===== src/rtl/lane_runner_pkg.sv =====
// lane_runner_pkg: shared lane-runner constants and the direction FSM state type.
// Configuration macro: LANE_AUTO_REPEAT_EN (defined: three-state typematic FSM;
// undefined: two-state press FSM, no repeat timer).
package lane_runner_pkg;

   localparam int unsigned LANE_W             = 3;
   localparam int unsigned NUM_LANES_DEFAULT  = 5;
   localparam int unsigned START_LANE_DEFAULT = 2;

`ifdef LANE_AUTO_REPEAT_EN
   localparam int unsigned TIMER_W = 25;

   typedef enum logic [1:0] {
      IDLE        = 2'd0,
      HELD_DELAY  = 2'd1,
      HELD_REPEAT = 2'd2
   } move_state_e;
`else
   typedef enum logic {
      IDLE = 1'b0,
      HELD = 1'b1
   } move_state_e;
`endif

endpackage


===== src/rtl/key_debounce.sv =====
// key_debounce: debounces one level-sensitive, already-synchronized request.
// The debounced level only changes after DEBOUNCE_CYC consecutive cycles of a
// disagreeing sample; rise_o/fall_o are one-cycle strobes registered together
// with the level change. Used by lane_move_ctrl (macro LANE_AUTO_REPEAT_EN does
// not affect this block).
module key_debounce #(
   parameter int unsigned DEBOUNCE_CYC = 500000
) (
   input  logic clk,
   input  logic reset,
   input  logic raw_i,
   output logic rise_o,
   output logic fall_o
);

   localparam int unsigned CNT_W = $clog2(DEBOUNCE_CYC + 1);
   localparam logic [CNT_W-1:0] CNT_LAST = CNT_W'(DEBOUNCE_CYC - 1);

   logic             sample_q;
   logic             level_q;
   logic [CNT_W-1:0] cnt_q, cnt_d;
   logic             flip;
   logic             rise_q, fall_q;

   // Count consecutive disagreeing samples; the step that would reach
   // DEBOUNCE_CYC flips the level and clears the counter instead.
   always_comb begin
      // NOTE: every combinational output gets a default first so no path can infer a latch.
      cnt_d = '0;
      flip  = 1'b0;
      if (sample_q != level_q) begin
         if (cnt_q == CNT_LAST) begin
            flip = 1'b1;
         end else begin
            cnt_d = cnt_q + 1'b1;
         end
      end
   end

   // Sample register, stability counter, debounced level and edge strobes.
   always_ff @(posedge clk) begin
      // NOTE: state is updated with non-blocking (<=) so every register sees pre-edge values.
      if (reset) begin
         sample_q <= 1'b0;
         level_q  <= 1'b0;
         cnt_q    <= '0;
         rise_q   <= 1'b0;
         fall_q   <= 1'b0;
      end else begin
         sample_q <= raw_i;
         cnt_q    <= cnt_d;
         rise_q   <= flip & ~level_q;
         fall_q   <= flip & level_q;
         if (flip) begin
            level_q <= ~level_q;
         end
      end
   end

   assign rise_o = rise_q;
   assign fall_o = fall_q;

endmodule


===== src/rtl/lane_move_ctrl.sv =====
// lane_move_ctrl: turns debounced left/right requests into single-cycle move
// events (with optional typematic repeat) and owns the saturating lane register.
// Configuration macro: LANE_AUTO_REPEAT_EN
//   defined   - per-direction FSM IDLE -> HELD_DELAY -> HELD_REPEAT with a
//               25-bit repeat timer (REPEAT_DELAY_CYC, then REPEAT_RATE_CYC).
//   undefined - per-direction FSM IDLE <-> HELD, one event per press, no timer.
module lane_move_ctrl
   import lane_runner_pkg::*;
#(
   parameter int unsigned DEBOUNCE_CYC     = 500000,
   parameter int unsigned REPEAT_DELAY_CYC = 25000000,
   parameter int unsigned REPEAT_RATE_CYC  = 7500000,
   parameter int unsigned NUM_LANES        = NUM_LANES_DEFAULT,
   parameter int unsigned START_LANE       = START_LANE_DEFAULT
) (
   input  logic              clk,
   input  logic              reset,
   input  logic              left_in,
   input  logic              right_in,
   input  logic              center_req,
   output logic              move_left,
   output logic              move_right,
   output logic [LANE_W-1:0] lane,
   output logic              lane_changed,
   output logic              blocked
);

   localparam int unsigned DIR_L = 0;
   localparam int unsigned DIR_R = 1;

   localparam logic [LANE_W-1:0] START_V = LANE_W'(START_LANE);
   localparam logic [LANE_W-1:0] LAST_V  = LANE_W'(NUM_LANES - 1);

   logic [1:0] dir_raw;
   logic [1:0] dir_event;

   assign dir_raw = {right_in, left_in};

   // One debouncer and one press FSM per direction; each FSM produces a
   // registered one-cycle move event.
   for (genvar gi = 0; gi < 2; gi++) begin : g_dir
      logic        rise, fall;
      logic        event_q, event_d;
      move_state_e state_q, state_d;

      key_debounce #(
         .DEBOUNCE_CYC(DEBOUNCE_CYC)
      ) u_debounce (
         .clk   (clk),
         .reset (reset),
         .raw_i (dir_raw[gi]),
         .rise_o(rise),
         .fall_o(fall)
      );

`ifdef LANE_AUTO_REPEAT_EN
      localparam logic [TIMER_W-1:0] DELAY_LOAD = TIMER_W'(REPEAT_DELAY_CYC);
      localparam logic [TIMER_W-1:0] RATE_LOAD  = TIMER_W'(REPEAT_RATE_CYC);

      logic [TIMER_W-1:0] timer_q, timer_d;

      // Next state: a release always wins; while held, the timer counts down
      // to 1 and expiry issues an event and reloads the repeat period.
      always_comb begin
         state_d = state_q;
         timer_d = timer_q;
         event_d = 1'b0;
         if (fall) begin
            state_d = IDLE;
            timer_d = '0;
         end else begin
            case (state_q)
               IDLE: begin
                  if (rise) begin
                     state_d = HELD_DELAY;
                     timer_d = DELAY_LOAD;
                     event_d = 1'b1;
                  end
               end
               HELD_DELAY, HELD_REPEAT: begin
                  if (timer_q == TIMER_W'(1)) begin
                     state_d = HELD_REPEAT;
                     timer_d = RATE_LOAD;
                     event_d = 1'b1;
                  end else begin
                     timer_d = timer_q - 1'b1;
                  end
               end
               default: begin
                  state_d = IDLE;
                  timer_d = '0;
               end
            endcase
         end
      end

      // State, timer and event registers.
      always_ff @(posedge clk) begin
         if (reset) begin
            state_q <= IDLE;
            timer_q <= '0;
            event_q <= 1'b0;
         end else begin
            state_q <= state_d;
            timer_q <= timer_d;
            event_q <= event_d;
         end
      end
`else
      // Next state: one event on the debounced rise, back to IDLE on the fall.
      always_comb begin
         state_d = state_q;
         event_d = 1'b0;
         case (state_q)
            IDLE: begin
               if (rise) begin
                  state_d = HELD;
                  event_d = 1'b1;
               end
            end
            HELD: begin
               if (fall) begin
                  state_d = IDLE;
               end
            end
            default: state_d = IDLE;
         endcase
      end

      // State and event registers.
      always_ff @(posedge clk) begin
         if (reset) begin
            state_q <= IDLE;
            event_q <= 1'b0;
         end else begin
            state_q <= state_d;
            event_q <= event_d;
         end
      end
`endif

      assign dir_event[gi] = event_q;
   end

`ifndef LANE_AUTO_REPEAT_EN
   // The repeat parameters stay on the interface so one instantiation serves
   // both builds; this empty block is their only reference without repeat.
   if (REPEAT_DELAY_CYC == 0 || REPEAT_RATE_CYC == 0) begin : g_repeat_cfg_zero
   end
`endif

   logic              ev_left, ev_right;
   logic [LANE_W-1:0] lane_q;
   logic              move_left_q, move_right_q, lane_changed_q, blocked_q;

   assign ev_left  = dir_event[DIR_L];
   assign ev_right = dir_event[DIR_R];

   // Lane register and output pulses: centre beats moves, simultaneous
   // left+right events cancel, and moves saturate at the edge lanes.
   always_ff @(posedge clk) begin
      if (reset) begin
         lane_q         <= START_V;
         move_left_q    <= 1'b0;
         move_right_q   <= 1'b0;
         lane_changed_q <= 1'b0;
         blocked_q      <= 1'b0;
      end else begin
         move_left_q    <= 1'b0;
         move_right_q   <= 1'b0;
         lane_changed_q <= 1'b0;
         blocked_q      <= 1'b0;
         if (center_req) begin
            lane_q         <= START_V;
            lane_changed_q <= (lane_q != START_V);
         end else if (ev_left && !ev_right) begin
            if (lane_q != '0) begin
               lane_q         <= lane_q - 1'b1;
               move_left_q    <= 1'b1;
               lane_changed_q <= 1'b1;
            end else begin
               blocked_q <= 1'b1;
            end
         end else if (ev_right && !ev_left) begin
            if (lane_q < LAST_V) begin
               lane_q         <= lane_q + 1'b1;
               move_right_q   <= 1'b1;
               lane_changed_q <= 1'b1;
            end else begin
               blocked_q <= 1'b1;
            end
         end
      end
   end

   assign lane         = lane_q;
   assign move_left    = move_left_q;
   assign move_right   = move_right_q;
   assign lane_changed = lane_changed_q;
   assign blocked      = blocked_q;

endmodule


===== config.mk =====
export PLATFORM = sky130hd
export DESIGN_NAME = lane_move_ctrl
export DESIGN_NICKNAME = d
export VERILOG_FILES = /design/src/rtl/lane_runner_pkg.sv /design/src/rtl/key_debounce.sv /design/src/rtl/lane_move_ctrl.sv
export SDC_FILE = /design/constraint.sdc
export NUM_CORES = 1
export LEC_CHECK = 0
export CAP_MARGIN = 25
export CELL_PAD_IN_SITES_DETAIL_PLACEMENT = 0
export CELL_PAD_IN_SITES_GLOBAL_PLACEMENT = 1
export CORE_MARGIN = 3
export CORE_UTILIZATION = 30
export DETAILED_ROUTE_END_ITERATION = 12
export PLACE_DENSITY_LB_ADDON = 0.1
export SYNTH_ARGS = -nofsm -noshare
export SYNTH_HDL_FRONTEND = slang
export SYNTH_SLANG_ARGS = --single-unit
export TNS_END_PERCENT = 30

===== constraint.sdc =====
create_clock -name clk -period 2.27 [get_ports clk]
set_clock_uncertainty 0.15 [all_clocks]
set_input_delay 0.3405 -clock clk [delete_from_list [all_inputs] [get_ports clk]]
set_output_delay 0.3405 -clock clk [all_outputs]
set_load 0.05 [all_outputs]

# After elaboration in Yosys (flattened, before gate mapping)
# Index checks and enable logic that the tools add are counted.
# op_classes
addsub,4
n_lt_le_gt_ge,1
n_eq_ne,6
n_mux,23
bitwise,11
n_reduce_logical,15
# op_table
cell,n
"adder 19 x 1 -> 19 bit, second input constant",2
"equality test 19 bit, second input constant",2
two-way mux 1 bit,17
two-way mux 3 bit,4
OR reduction 3 bit,4
inverter 1 bit,7
OR reduction 2 bit,3
bitwise AND 1 bit,4
case mux 1 bit (2 select lines),2
nonzero test 2 bit,2
"adder 3 x 1 -> 3 bit, second input constant",1
"less-than comparator 3 bit, second input constant",1
"!= test 3 x 2 -> 1 bit, second input constant",1
AND reduction 3 bit,1
nonzero test 3 bit,1
"subtractor 3 x 1 -> 3 bit, second input constant",1
logical AND 1 bit,2
logical NOT 1 bit,2
!= test 1 bit,2
"!= test 2 x 1 -> 1 bit, second input constant",1
# word_totals
reg_bits,57
inputBits,5
elab_cells,79

# Logic depth before layout (Yosys ltp)
# Gate-level depths: netlist (run 1).
# logic_depth
word_depth,5
ltp_mapped,8
depth_no_buf,8

# Modules after synthesis
# Synthesis (run 1) repeated with hierarchy kept, for this count alone.
# unflattened
hier_cells,290
hier_area_um2,2612.5
# modules_own_cells
module,n_inst,cells_each,area_per_inst_um2
key_debounce,2,119,1054.8
lane_move_ctrl,1,52,503.0

# Worst setup path before layout (run 1)
# Ideal clock, no wire load.
# synth_timing
path_type,flip-flop to flip-flop
start,"register lane_q[0], in the netlist lane[0]"
end,"register lane_q[2], in the netlist lane[2]"
arrival_ns,1.824
setup_slack_ns,0.166
stages_incl_launch_ff,7
path_buffers,0
synth_period_minus_slack_ns,2.104
cell_sequence,dfxtp_1 -> inv_1 -> fa_1 -> xor2_1 -> nor4_1 -> xnor2_1 -> nor3_1
# synth_via
elab_chain_cells,4
# synth_lines
item,line_no,source
"start, declared",lane_move_ctrl.sv:153,logic [LANE_W-1:0] lane_q;
"start signal, assigned",lane_move_ctrl.sv:178,lane_q <= lane_q - 1'b1;
"start signal, assigned",lane_move_ctrl.sv:186,lane_q <= lane_q + 1'b1;
adder 3 x 1 -> 3 bit,lane_move_ctrl.sv:186,
two-way mux 3 bit,lane_move_ctrl.sv:185,if (lane_q < LAST_V) begin
two-way mux 3 bit,lane_move_ctrl.sv:184,end else if (ev_right && !ev_left) begin
two-way mux 3 bit,lane_move_ctrl.sv:176,end else if (ev_left && !ev_right) begin
# Parallel ways exist; a longest one is shown, timed or not. The select of a mux whose other input is x is not followed.
# A chain may end at the register's enable or synchronous reset.

# Worst setup path in the final report (run 1)
# layout_timing
start,"register lane_q[2], in the netlist lane[2]"
end,output lane[2]
# layout_rtl
item,line_no,source
"end, declared",lane_move_ctrl.sv:23,"output logic [LANE_W-1:0] lane,"
# No word-level cell between the ends.

==> summary.md, run 1 <==
| Metric | Value |
|---|---|
| Status | `completed` |
| Setup_tns | `0 ns` |
| Pwr Total | `between 1.5 and 2 mW` |
| GR Overflow Total | `0` |
| Net count after synthesis | `around 280` |
| RSZ-0062 raised after global routing | `false` |
| Post-Synth Adder-Cell Area | `0.02804` |
| Synth cell types | `between 40 and 50` |
| Register area | `1141 sq um` |
| Grt peak-use layer | `met2` |
| Pre-CTS setup slack | `roughly 0.30 ns` |
| Final Max Tran Viols | `0` |
| Layout Nets | `a little over 300` |
| I/O Pins | `12` |
| Share of cells above drive strength 1 | `0.08940` |
| Drt wl/cell | `12.18 um` |
| Met3 global-route usage | `0.03589` |
| CTS Buf Count | `9` |
| Drt total wl | `between 4000 and 5000 um` |
| WHS | `approximately 0.32 ns` |
| Mux cell area share after synthesis | `0.008012` |
| GP Congestion | `0.7278` |
| CP Buf/Inv Count | `1` |
| CP max stage cell | `clkdlybuf4s50_1` |
| Iter 0 DRT Violations | `39` |
| Synth Flop Type | `dfxtp_1` |
| Crit Path Max Fanout | `8` |
| Largest family of logic cells by synthesized area | `simple AND/OR/NAND/NOR gates` |
| Reg clk slew, reported paths | `around 0.070 ns` |
| CP endpoint kind | `output pin` |
| Synth Area in Simple Gates | `0.2929` |
| Cells after Synth | `274` |
| Post-CTS Resized | `0` |
| Slowest stage delay, CP | `0.86 ns` |
| Max clock buf depth | `2` |
| Synthesized flop and latch total | `57` |
| # fillers | `around 800` |
| Root buffer cell | `clkbuf_8` |
| ANT nets after route | `0` |
| Setup Fix Bufs, Post-CTS | `0` |
| Met1 Use GR | `0.1491` |
| Synth top area cells | `dfxtp_1 (46%), xor2_1 (5.6%), nor2_1 (5.4%)` |
| Fin crit period | `about 2.2 ns` |
| Met2 Resource Use GR | `0.1640` |
| Final worst-path cycle share | `0.9519` |
| Final Non-Filler Cells | `around 400` |
| Critical path arrival | `approximately 1.7 ns` |
| Initial antenna violation count | `0` |
| Inserted Diodes | `0` |
| Yosys warnings | `0` |
| H-tree Lvls | `3` |
| Via/cell ratio | `approximately 4.8` |
| Most frequent cells in the layout | `dfxtp_1 (57), nor2_1 (36), xor2_1 (16), inv_1 (15), nand3_1 (15)` |
| Relative slew slack | `0.6368` |
| Post-synthesis xor/xnor area fraction | `0.1052` |
| DRC | `0` |
| PwrDens | `roughly 630 nW/um^2` |
| Area grow syn2layout | `17.33%` |
| Ys async rst share | `0` |
| Post-Synthesis Cell Area | `~2500 sq um` |
| Worst path top cell family by delay | `buffers and inverters` |
| # port buffers | `11` |
| Number of flops mapped to enable cells by yosys | `0` |
| Final setup margin | `0.1092 ns` |
| Max Freq | `roughly 460 MHz` |
| Die Height | `97.26 um` |
| Most common cell after layout, fill and taps aside | `dfxtp_1` |
| Compound-cell area share of the yosys netlist | `0.07261` |
| Vias in the first global route | `between 1500 and 2000` |
| Placement row count | `32` |
| Endpoints failing setup | `0` |
| Worst skew pair latency | `around 0.33 ns` |
| Sink Count | `57` |
| CP Cell Sequence | `clkdlybuf4s50_1` |
| Tightest Pin Transition | `about 0.54 ns` |
| Synth area leader | `dfxtp_1` |
| CTS tree | `built` |
| Largest net degree at the start of global routing | `18` |
| Post-CTS Hold Fix Bufs | `0` |
| Seq/Total Area, Yosys | `0.4567` |
| Die span in x | `around 97 um` |
| Area of the multi-input gates | `between 1000 and 1500 sq um` |
| Top cell type's share of synthesized area | `0.4567` |
| CP Launch Type | `flop` |
| Hold crit path type | `reg2reg` |
| Max Cap Viol | `0` |
| Detailed placer's ending HPWL | `approximately 3500 um` |
| Final Hold Fails | `0` |
| Critical path type | `reg2out` |
| Worst IR Drop VDD | `between 0.2 and 0.3 mV` |
| Leakage power | `0.9362 nW` |
| GRT Total Usage | `0.1123` |
| Die Area | `9460 sq um` |
| Placed cell count | `slightly below 400` |
| Core Area | `roughly 7900 sq um` |
| Critical path required time | `approximately 1.8 ns` |
| Detailed Routing Iterations Pass 1 | `5` |
| Via count | `approximately 1900` |
| Initial Utilization | `0.3168` |
| Avg Cell Area, Syn | `9.119 sq um` |
| First-pass GRT wire length | `~8600 um` |
## area by class of cell
| class | instances | area share |
|---|---|---|
| Clock inverter | 3 | 0.005975 |
| Tap cell | 102 | 0.04353 |
| Multi-Input combinational cell | 195 | 0.4319 |
| Inverter | 15 | 0.01921 |
| Timing Repair Buffer | 20 | 0.06061 |
| Sequential cell | 57 | 0.3892 |
| Clock buffer | 12 | 0.04951 |
## final timing paths
kind,start,endpoint,slack (ns),cells past startpoint
hold / removal,g_dir[0].u_debounce.rise_o,ev_left,0.32,2
setup reg to reg,g_dir[1].u_debounce.cnt_q[7],g_dir[1].u_debounce.cnt_q[7],0.29,5
setup / recovery,lane[2],lane[2],0.11,1
hold reg to reg,g_dir[0].u_debounce.rise_o,ev_left,0.32,2
## sequential cells by signal (all words and copies together), names as in the netlist, 2 cells and up
signal                     flops
lane                           3
g_dir.u_debounce.level_q       2
g_dir.state_q                  2
g_dir.u_debounce.cnt_q        38
g_dir.u_debounce.sample_q      2
g_dir.u_debounce.rise_o        2
g_dir.u_debounce.fall_o        2
## worst min-delay path, cell delays in order (launching register included)
cell      delay, ns
dfxtp_1        0.30
nand2b_1       0.08
nor2_1         0.04
## routing by layer
metal	wire length, um	up-vias	share of wire
met5	0	-	0
met2	2186	19	0.44
met4	101	0	0.021
met1	2472	896	0.50
met3	160	8	0.033
li1	-	1006	-
## cells in the mapped netlist, drive strengths merged (2+ instances only)
cell type   n
dfxtp      57
nor2       36
xor2       16
inv        15
nand3      15
xnor2      14
a21oi      13
nand4      13
nor3       13
nand2b      8
nand2       6
or4         6
and3        5
clkbuf      5
o21ai       5
o31ai       5
or3         5
and4        4
ha          4
nor4        4
nor4b       4
nor2b       3
and2        2
buf         2
mux2i       2
or2         2
## stage by stage
stage | instance area (sq um) | utilization
after global placement | 2769 | 0.3510
after detailed placement | 2769 | 0.3510
after CTS | 2932 | 0.3717
after floorplan | 2499 | -
final | 2932 | 0.3717
after global routing | 2932 | 0.3717
## where the power goes
group          internal (mW)  total (mW)  switching, mW
clock network          0.416       0.805          0.389
logic                 0.0190      0.0421         0.0230
registers               1.00        1.01        0.00344
## cells by family after synthesis
| logic type | Yosys count |
|---|---|
| compound gates | 28 |
| xor+xnor | 30 |
| fa+ha+maj | 5 |
| buf+inv | 22 |
| flops | 57 |
| mux | 2 |
| simple gates | 130 |
Note: power is estimated with default switching activity, not from simulation.
==> run 2, diff against run 1 <==
--- a/config.mk
+++ b/config.mk
@@ -11,7 +11,7 @@
 export CORE_MARGIN = 3
 export CORE_UTILIZATION = 30
 export DETAILED_ROUTE_END_ITERATION = 12
-export PLACE_DENSITY_LB_ADDON = 0.1
+export PLACE_DENSITY = 0.51
 export SYNTH_ARGS = -nofsm -noshare
 export SYNTH_HDL_FRONTEND = slang
 export SYNTH_SLANG_ARGS = --single-unit
==> summary.md, run 2 (same netlist as run 1, synthesis figures left out) <==
| Metric | Value |
|---|---|
| Status | `completed (unchanged)` |
| Area of the multi-input gates | `1266 sq um (unchanged)` |
| Reg clk slew, reported paths | `0.06 ns (was 0.07 ns)` |
| Die Area | `9460 sq um (unchanged)` |
| Most common cell after layout, fill and taps aside | `dfxtp_1 (unchanged)` |
| Via count | `1898 (was 1929)` |
| WHS | `0.3015 ns (was 0.3160 ns)` |
| Final Hold Fails | `0 (unchanged)` |
| Register with the most flip-flops | `g_dir.u_debounce.cnt_q (unchanged)` |
| Largest net degree at the start of global routing | `18 (unchanged)` |
| Drt total wl | `4904 um (was 4920 um)` |
| Inserted Diodes | `0 (unchanged)` |
| CP Buf/Inv Count | `1 (unchanged)` |
| Share of cells above drive strength 1 | `0.09211 (was 0.08940)` |
| CP Cell Sequence | `clkdlybuf4s50_1 (unchanged)` |
| PwrDens | `632.3 nW/um^2 (was 632.9 nW/um^2)` |
| Setup Fix Bufs, Post-CTS | `0 (unchanged)` |
| Max Cap Viol | `0 (unchanged)` |
| CP max stage cell | `clkdlybuf4s50_1 (unchanged)` |
| GRT Total Usage | `0.1175 (was 0.1123)` |
| Placement row count | `32 (unchanged)` |
| Util after Layout | `0.3745 (was 0.3717)` |
| # fillers | `790 (was 799)` |
| H-tree Lvls | `3 (unchanged)` |
| Max Freq | `477.6 MHz (was 462.8 MHz)` |
| Detailed Routing Iterations Pass 1 | `4 (was 5)` |
| CTS tree | `built (unchanged)` |
| Crit Path Max Fanout | `6 (was 8)` |
| Setup_tns | `0 ns (unchanged)` |
| Worst path top cell family by delay | `buffers and inverters (unchanged)` |
| GP Congestion | `0.7136 (was 0.7278)` |
| # port buffers | `11 (unchanged)` |
| Most frequent cells in the layout | `dfxtp_1 (57), nor2_1 (36), xor2_1 (16), inv_1 (15), nand3_1 (15) (unchanged)` |
| DRC | `0 (unchanged)` |
| Layout Nets | `311 (was 308)` |
| Detailed placer's ending HPWL | `3489 um (was 3464 um)` |
| Area grow syn2layout | `18.23% (was 17.33%)` |
| Relative slew slack | `0.6320 (was 0.6368)` |
| ANT nets after route | `0 (unchanged)` |
| Leakage power | `0.9528 nW (was 0.9362 nW)` |
| Critical path type | `reg2out (unchanged)` |
| Slowest stage delay, CP | `0.84 ns (was 0.86 ns)` |
| Max clock buf depth | `2 (unchanged)` |
| Via/cell ratio | `4.675 (was 4.775)` |
| Largest register FFs | `38 (unchanged)` |
| Post-CTS Resized | `0 (unchanged)` |
| CTS Buf Count | `9 (unchanged)` |
| Worst skew pair latency | `0.33 ns (about the same)` |
| Core Area | `7888 sq um (unchanged)` |
| Initial antenna violation count | `0 (unchanged)` |
| Vias in the first global route | `1905 (was 1784)` |
| Drt wl/cell | `12.08 um (was 12.18 um)` |
| Hold crit path type | `reg2reg (unchanged)` |
| CP endpoint kind | `output pin (unchanged)` |
| Tightest Pin Transition | `0.5443 ns (was 0.5373 ns)` |
| Worst IR Drop VDD | `0.2999 mV (was 0.2592 mV)` |
| Initial Utilization | `0.3168 (unchanged)` |
| Die span in x | `97.26 um (unchanged)` |
| I/O Pins | `12 (unchanged)` |
| First-pass GRT wire length | `9149 um (was 8625 um)` |
| Critical path required time | `1.78 ns (about the same)` |
| Endpoints failing setup | `0 (unchanged)` |
| Iter 0 DRT Violations | `36 (was 39)` |
| RSZ-0062 raised after global routing | `false (unchanged)` |
| GR Overflow Total | `0 (unchanged)` |
| Sink Count | `57 (unchanged)` |
| Register area | `1141 sq um (unchanged)` |
| Final Max Tran Viols | `0 (unchanged)` |
| Die Height | `97.26 um (unchanged)` |
| Final worst-path cycle share | `0.9223 (was 0.9519)` |
| Post-CTS Hold Fix Bufs | `0 (unchanged)` |
| CP Launch Type | `flop (unchanged)` |
| Root buffer cell | `clkbuf_8 (unchanged)` |
| Critical path arrival | `1.60 ns (was 1.67 ns)` |
| Fin crit period | `2.094 ns (was 2.161 ns)` |
==> run 2: cell types whose count changed in the layout (fill, tap and decap cells not counted) <==
cell,previous run,this run
buf_4,9,12
clkinv_2,2,0
clkbuf_1,2,3
clkbuf_8,10,11
clkinvlp_4,1,0
==> run 2: final timing paths <==
kind,from,to,slack [ns],cells past startpoint
hold reg to reg,g_dir[0].u_debounce.rise_o,ev_left,0.30,2
setup / recovery,lane[0],lane[0],0.18,1
setup reg to reg,g_dir[1].u_debounce.cnt_q[7],g_dir[1].u_debounce.cnt_q[14],0.30,5
hold / removal,g_dir[0].u_debounce.rise_o,ev_left,0.30,2
==> run 2: layout make-up <==
class	instances	area share
multi-input cells	195	0.4286
flip-flops and latches	57	0.3863
repair buffers	23	0.06777
clock buffers	14	0.05506
well taps	102	0.04320
inverters	15	0.01906
==> run 2: metal layers <==
layer	wire, um	track usage	share of wire	up-vias
li1	-	-	-	1013
met1	2392	0.1484	0.49	857
met2	2253	0.1810	0.46	21
met3	185	0.04810	0.038	7
met4	73	0.04153	0.015	0
met5	0	0	0	-
==> run 2: where the power goes <==
part           internal (mW)  total, mW  switching, mW
clock network          0.445      0.815          0.370
registers               1.00       1.01        0.00347
logic                 0.0199     0.0444         0.0245
total                   1.47       1.87          0.398
==> run 2: per-stage QoR <==
step | worst slack [ns] | instance area [sq um] | total power, mW | std cells
finish | 0.1763 | 2954 | 1.868 | 406
global route | 0.09817 | 2954 | 1.962 | 406
CTS | 0.1298 | 2954 | 1.919 | 406
detailed placement | 0.2836 | 2791 | 1.076 | 392
global placement | 0.3004 | 2791 | 1.076 | 392
floorplan | 0.1663 | 2499 | 1.053 | 274
==> run 2: worst reg2reg max path: stages, from the launching register on <==
cell and delay [ns]:
dfxtp_1 0.35, or4_1 0.51, or3_1 0.37, o21ai_4 0.23, buf_4 0.20, nor2_1 0.05
==> run 3, diff against run 2 <==
--- a/config.mk
+++ b/config.mk
@@ -9,9 +9,9 @@
 export CELL_PAD_IN_SITES_DETAIL_PLACEMENT = 0
 export CELL_PAD_IN_SITES_GLOBAL_PLACEMENT = 1
 export CORE_MARGIN = 3
-export CORE_UTILIZATION = 30
+export CORE_UTILIZATION = 34
 export DETAILED_ROUTE_END_ITERATION = 12
-export PLACE_DENSITY = 0.51
+export PLACE_DENSITY = 0.57
 export SYNTH_ARGS = -nofsm -noshare
 export SYNTH_HDL_FRONTEND = slang
 export SYNTH_SLANG_ARGS = --single-unit
==> summary.md, run 3 (same netlist as run 1, synthesis figures left out) <==
| Metric | Value |
|---|---|
| Status | `completed (unchanged)` |
| FF-to-FF path depth | `5 (unchanged)` |
| Max Freq | `463.8 MHz (was 477.6 MHz)` |
| Endpoints failing setup | `0 (unchanged)` |
| CP Buf/Inv Count | `1 (unchanged)` |
| Register with the most flip-flops | `g_dir.u_debounce.cnt_q (unchanged)` |
| Critical path arrival | `1.67 ns (was 1.60 ns)` |
| CTS Buf Count | `9 (unchanged)` |
| Util after Layout | `0.4220 (was 0.3745)` |
| Detailed Routing Iterations Pass 1 | `4 (unchanged)` |
| Slowest stage delay, CP | `0.86 ns (was 0.84 ns)` |
| Drt wl/cell | `11.76 um (was 12.08 um)` |
| Inserted Diodes | `0 (unchanged)` |
| Leakage power | `0.9480 nW (was 0.9528 nW)` |
| Largest register FFs | `38 (unchanged)` |
| Critical path required time | `1.78 ns (about the same)` |
| DRC | `0 (unchanged)` |
| Post-CTS Resized | `0 (unchanged)` |
| Setup_tns | `0 ns (unchanged)` |
| Setup Fix Bufs, Post-CTS | `0 (unchanged)` |
| I/O Pins | `12 (unchanged)` |
| GP Congestion | `0.7328 (was 0.7136)` |
| Layout Nets | `309 (was 311)` |
| Hold crit path type | `reg2reg (unchanged)` |
| CP Launch Type | `flop (unchanged)` |
| Iter 0 DRT Violations | `70 (was 36)` |
| Vias in the first global route | `1771 (was 1905)` |
| RSZ-0062 raised after global routing | `false (unchanged)` |
| # fillers | `697 (was 790)` |
| Share of cells above drive strength 1 | `0.09571 (was 0.09211)` |
| Worst IR Drop VDD | `0.3449 mV (was 0.2999 mV)` |
| Register area | `1141 sq um (unchanged)` |
| Crit Path Max Fanout | `8 (was 6)` |
| WHS | `0.3006 ns (was 0.3015 ns)` |
| Relative slew slack | `0.6464 (was 0.6320)` |
| Sink Count | `57 (unchanged)` |
| Worst path top cell family by delay | `buffers and inverters (unchanged)` |
| GRT Total Usage | `0.1242 (was 0.1175)` |
| Tightest Pin Transition | `0.5230 ns (was 0.5443 ns)` |
| CTS tree | `built (unchanged)` |
| Post-CTS Hold Fix Bufs | `0 (unchanged)` |
| Final worst-path cycle share | `0.9498 (was 0.9223)` |
| Detailed placer's ending HPWL | `3275 um (was 3489 um)` |
| Worst skew pair latency | `0.33 ns (about the same)` |
| GR Overflow Total | `0 (unchanged)` |
| Initial Utilization | `0.3598 (was 0.3168)` |
| Reg clk slew, reported paths | `0.07 ns (was 0.06 ns)` |
| Core Area | `6944 sq um (was 7888 sq um)` |
| Max clock buf depth | `2 (unchanged)` |
| CP endpoint kind | `output pin (unchanged)` |
| ANT nets after route | `0 (unchanged)` |
| Most common cell after layout, fill and taps aside | `dfxtp_1 (unchanged)` |
| Area of the multi-input gates | `1266 sq um (unchanged)` |
| Placement row count | `30 (was 32)` |
| Hold path depth | `2 (unchanged)` |
| Critical Path Stages | `1 (unchanged)` |
| PwrDens | `628.9 nW/um^2 (was 632.3 nW/um^2)` |
| Via count | `1914 (was 1898)` |
| Drt total wl | `4694 um (was 4904 um)` |
| Area grow syn2layout | `17.28% (was 18.23%)` |
| Final Hold Fails | `0 (unchanged)` |
| Max Cap Viol | `0 (unchanged)` |
| Fin crit period | `2.156 ns (was 2.094 ns)` |
| H-tree Lvls | `3 (unchanged)` |
| First-pass GRT wire length | `8280 um (was 9149 um)` |
| Via/cell ratio | `4.797 (was 4.675)` |
| Initial antenna violation count | `0 (unchanged)` |
| Die Height | `91.73 um (was 97.26 um)` |
| # port buffers | `11 (unchanged)` |
| Root buffer cell | `clkbuf_8 (unchanged)` |
| Critical path type | `reg2out (unchanged)` |
| Largest net degree at the start of global routing | `19 (was 18)` |
| CP Cell Sequence | `clkdlybuf4s50_1 (unchanged)` |
| Final Max Tran Viols | `0 (unchanged)` |
| Die Area | `8413 sq um (was 9460 sq um)` |
| Pwr Total | `1.843 mW (was 1.868 mW)` |
| Most frequent cells in the layout | `dfxtp_1 (57), nor2_1 (36), xor2_1 (16), inv_1 (15), nand3_1 (15) (unchanged)` |
| CP max stage cell | `clkdlybuf4s50_1 (unchanged)` |
| Die span in x | `91.73 um (was 97.26 um)` |
run 3: changes by cell type in the layout (fill, tap and decap cells not counted), sizes merged:
cell / before / now
clkinv: 0 / 4
clkbuf: 14 / 11
buf: 12 / 10
run 3: where the power goes:
| group | switching (mW) | leakage, nW | total, mW | internal, mW |
|---|---|---|---|---|
| sequential | 0.00360 | 0.460 | 1.01 | 1.00 |
| combinational | 0.0234 | 0.399 | 0.0433 | 0.0199 |
| clock | 0.380 | 0.0887 | 0.791 | 0.412 |
| total | 0.407 | 0.948 | 1.84 | 1.44 |
run 3: per-layer routing:
metal,track usage,wire (um)
met1,0.1664,2429
met2,0.1741,1982
met3,0.04676,189
met4,0.06064,92
met5,0,0
run 3: area by class of cell:
cell class | count | share of cell area
multi-input combinational | 195 | 0.4321
inverter | 15 | 0.01921
clock buffer | 11 | 0.04825
timing repair buffer | 21 | 0.06319
sequential | 57 | 0.3894
clock inverter | 4 | 0.006832
tap | 96 | 0.04099
run 3: final timing paths:
path | end | slack, ns | start
max | lane[2] | 0.11 | lane[2]
min | ev_left | 0.30 | g_dir[0].u_debounce.rise_o
max reg2reg | g_dir[1].u_debounce.cnt_q[9] | 0.31 | g_dir[1].u_debounce.cnt_q[7]
min reg2reg | ev_left | 0.30 | g_dir[0].u_debounce.rise_o
run 3: metrics by stage:
step | setup WS, ns | area, sq um | cells
5_1_grt | 0.05118 | 2930 | 399
3_5_place_dp | 0.3258 | 2769 | 384
3_3_place_gp | 0.3346 | 2769 | 384
4_1_cts | 0.07960 | 2930 | 399
6_report | 0.1139 | 2930 | 399
2_1_floorplan | 0.1663 | 2499 | 274
run 3: worst register-to-register path: stages (launching register included):
cell	delay [ns]
dfxtp_1	0.35
or4_1	0.51
or3_1	0.38
o21ai_4	0.13
buf_4	0.24
nor2_1	0.08
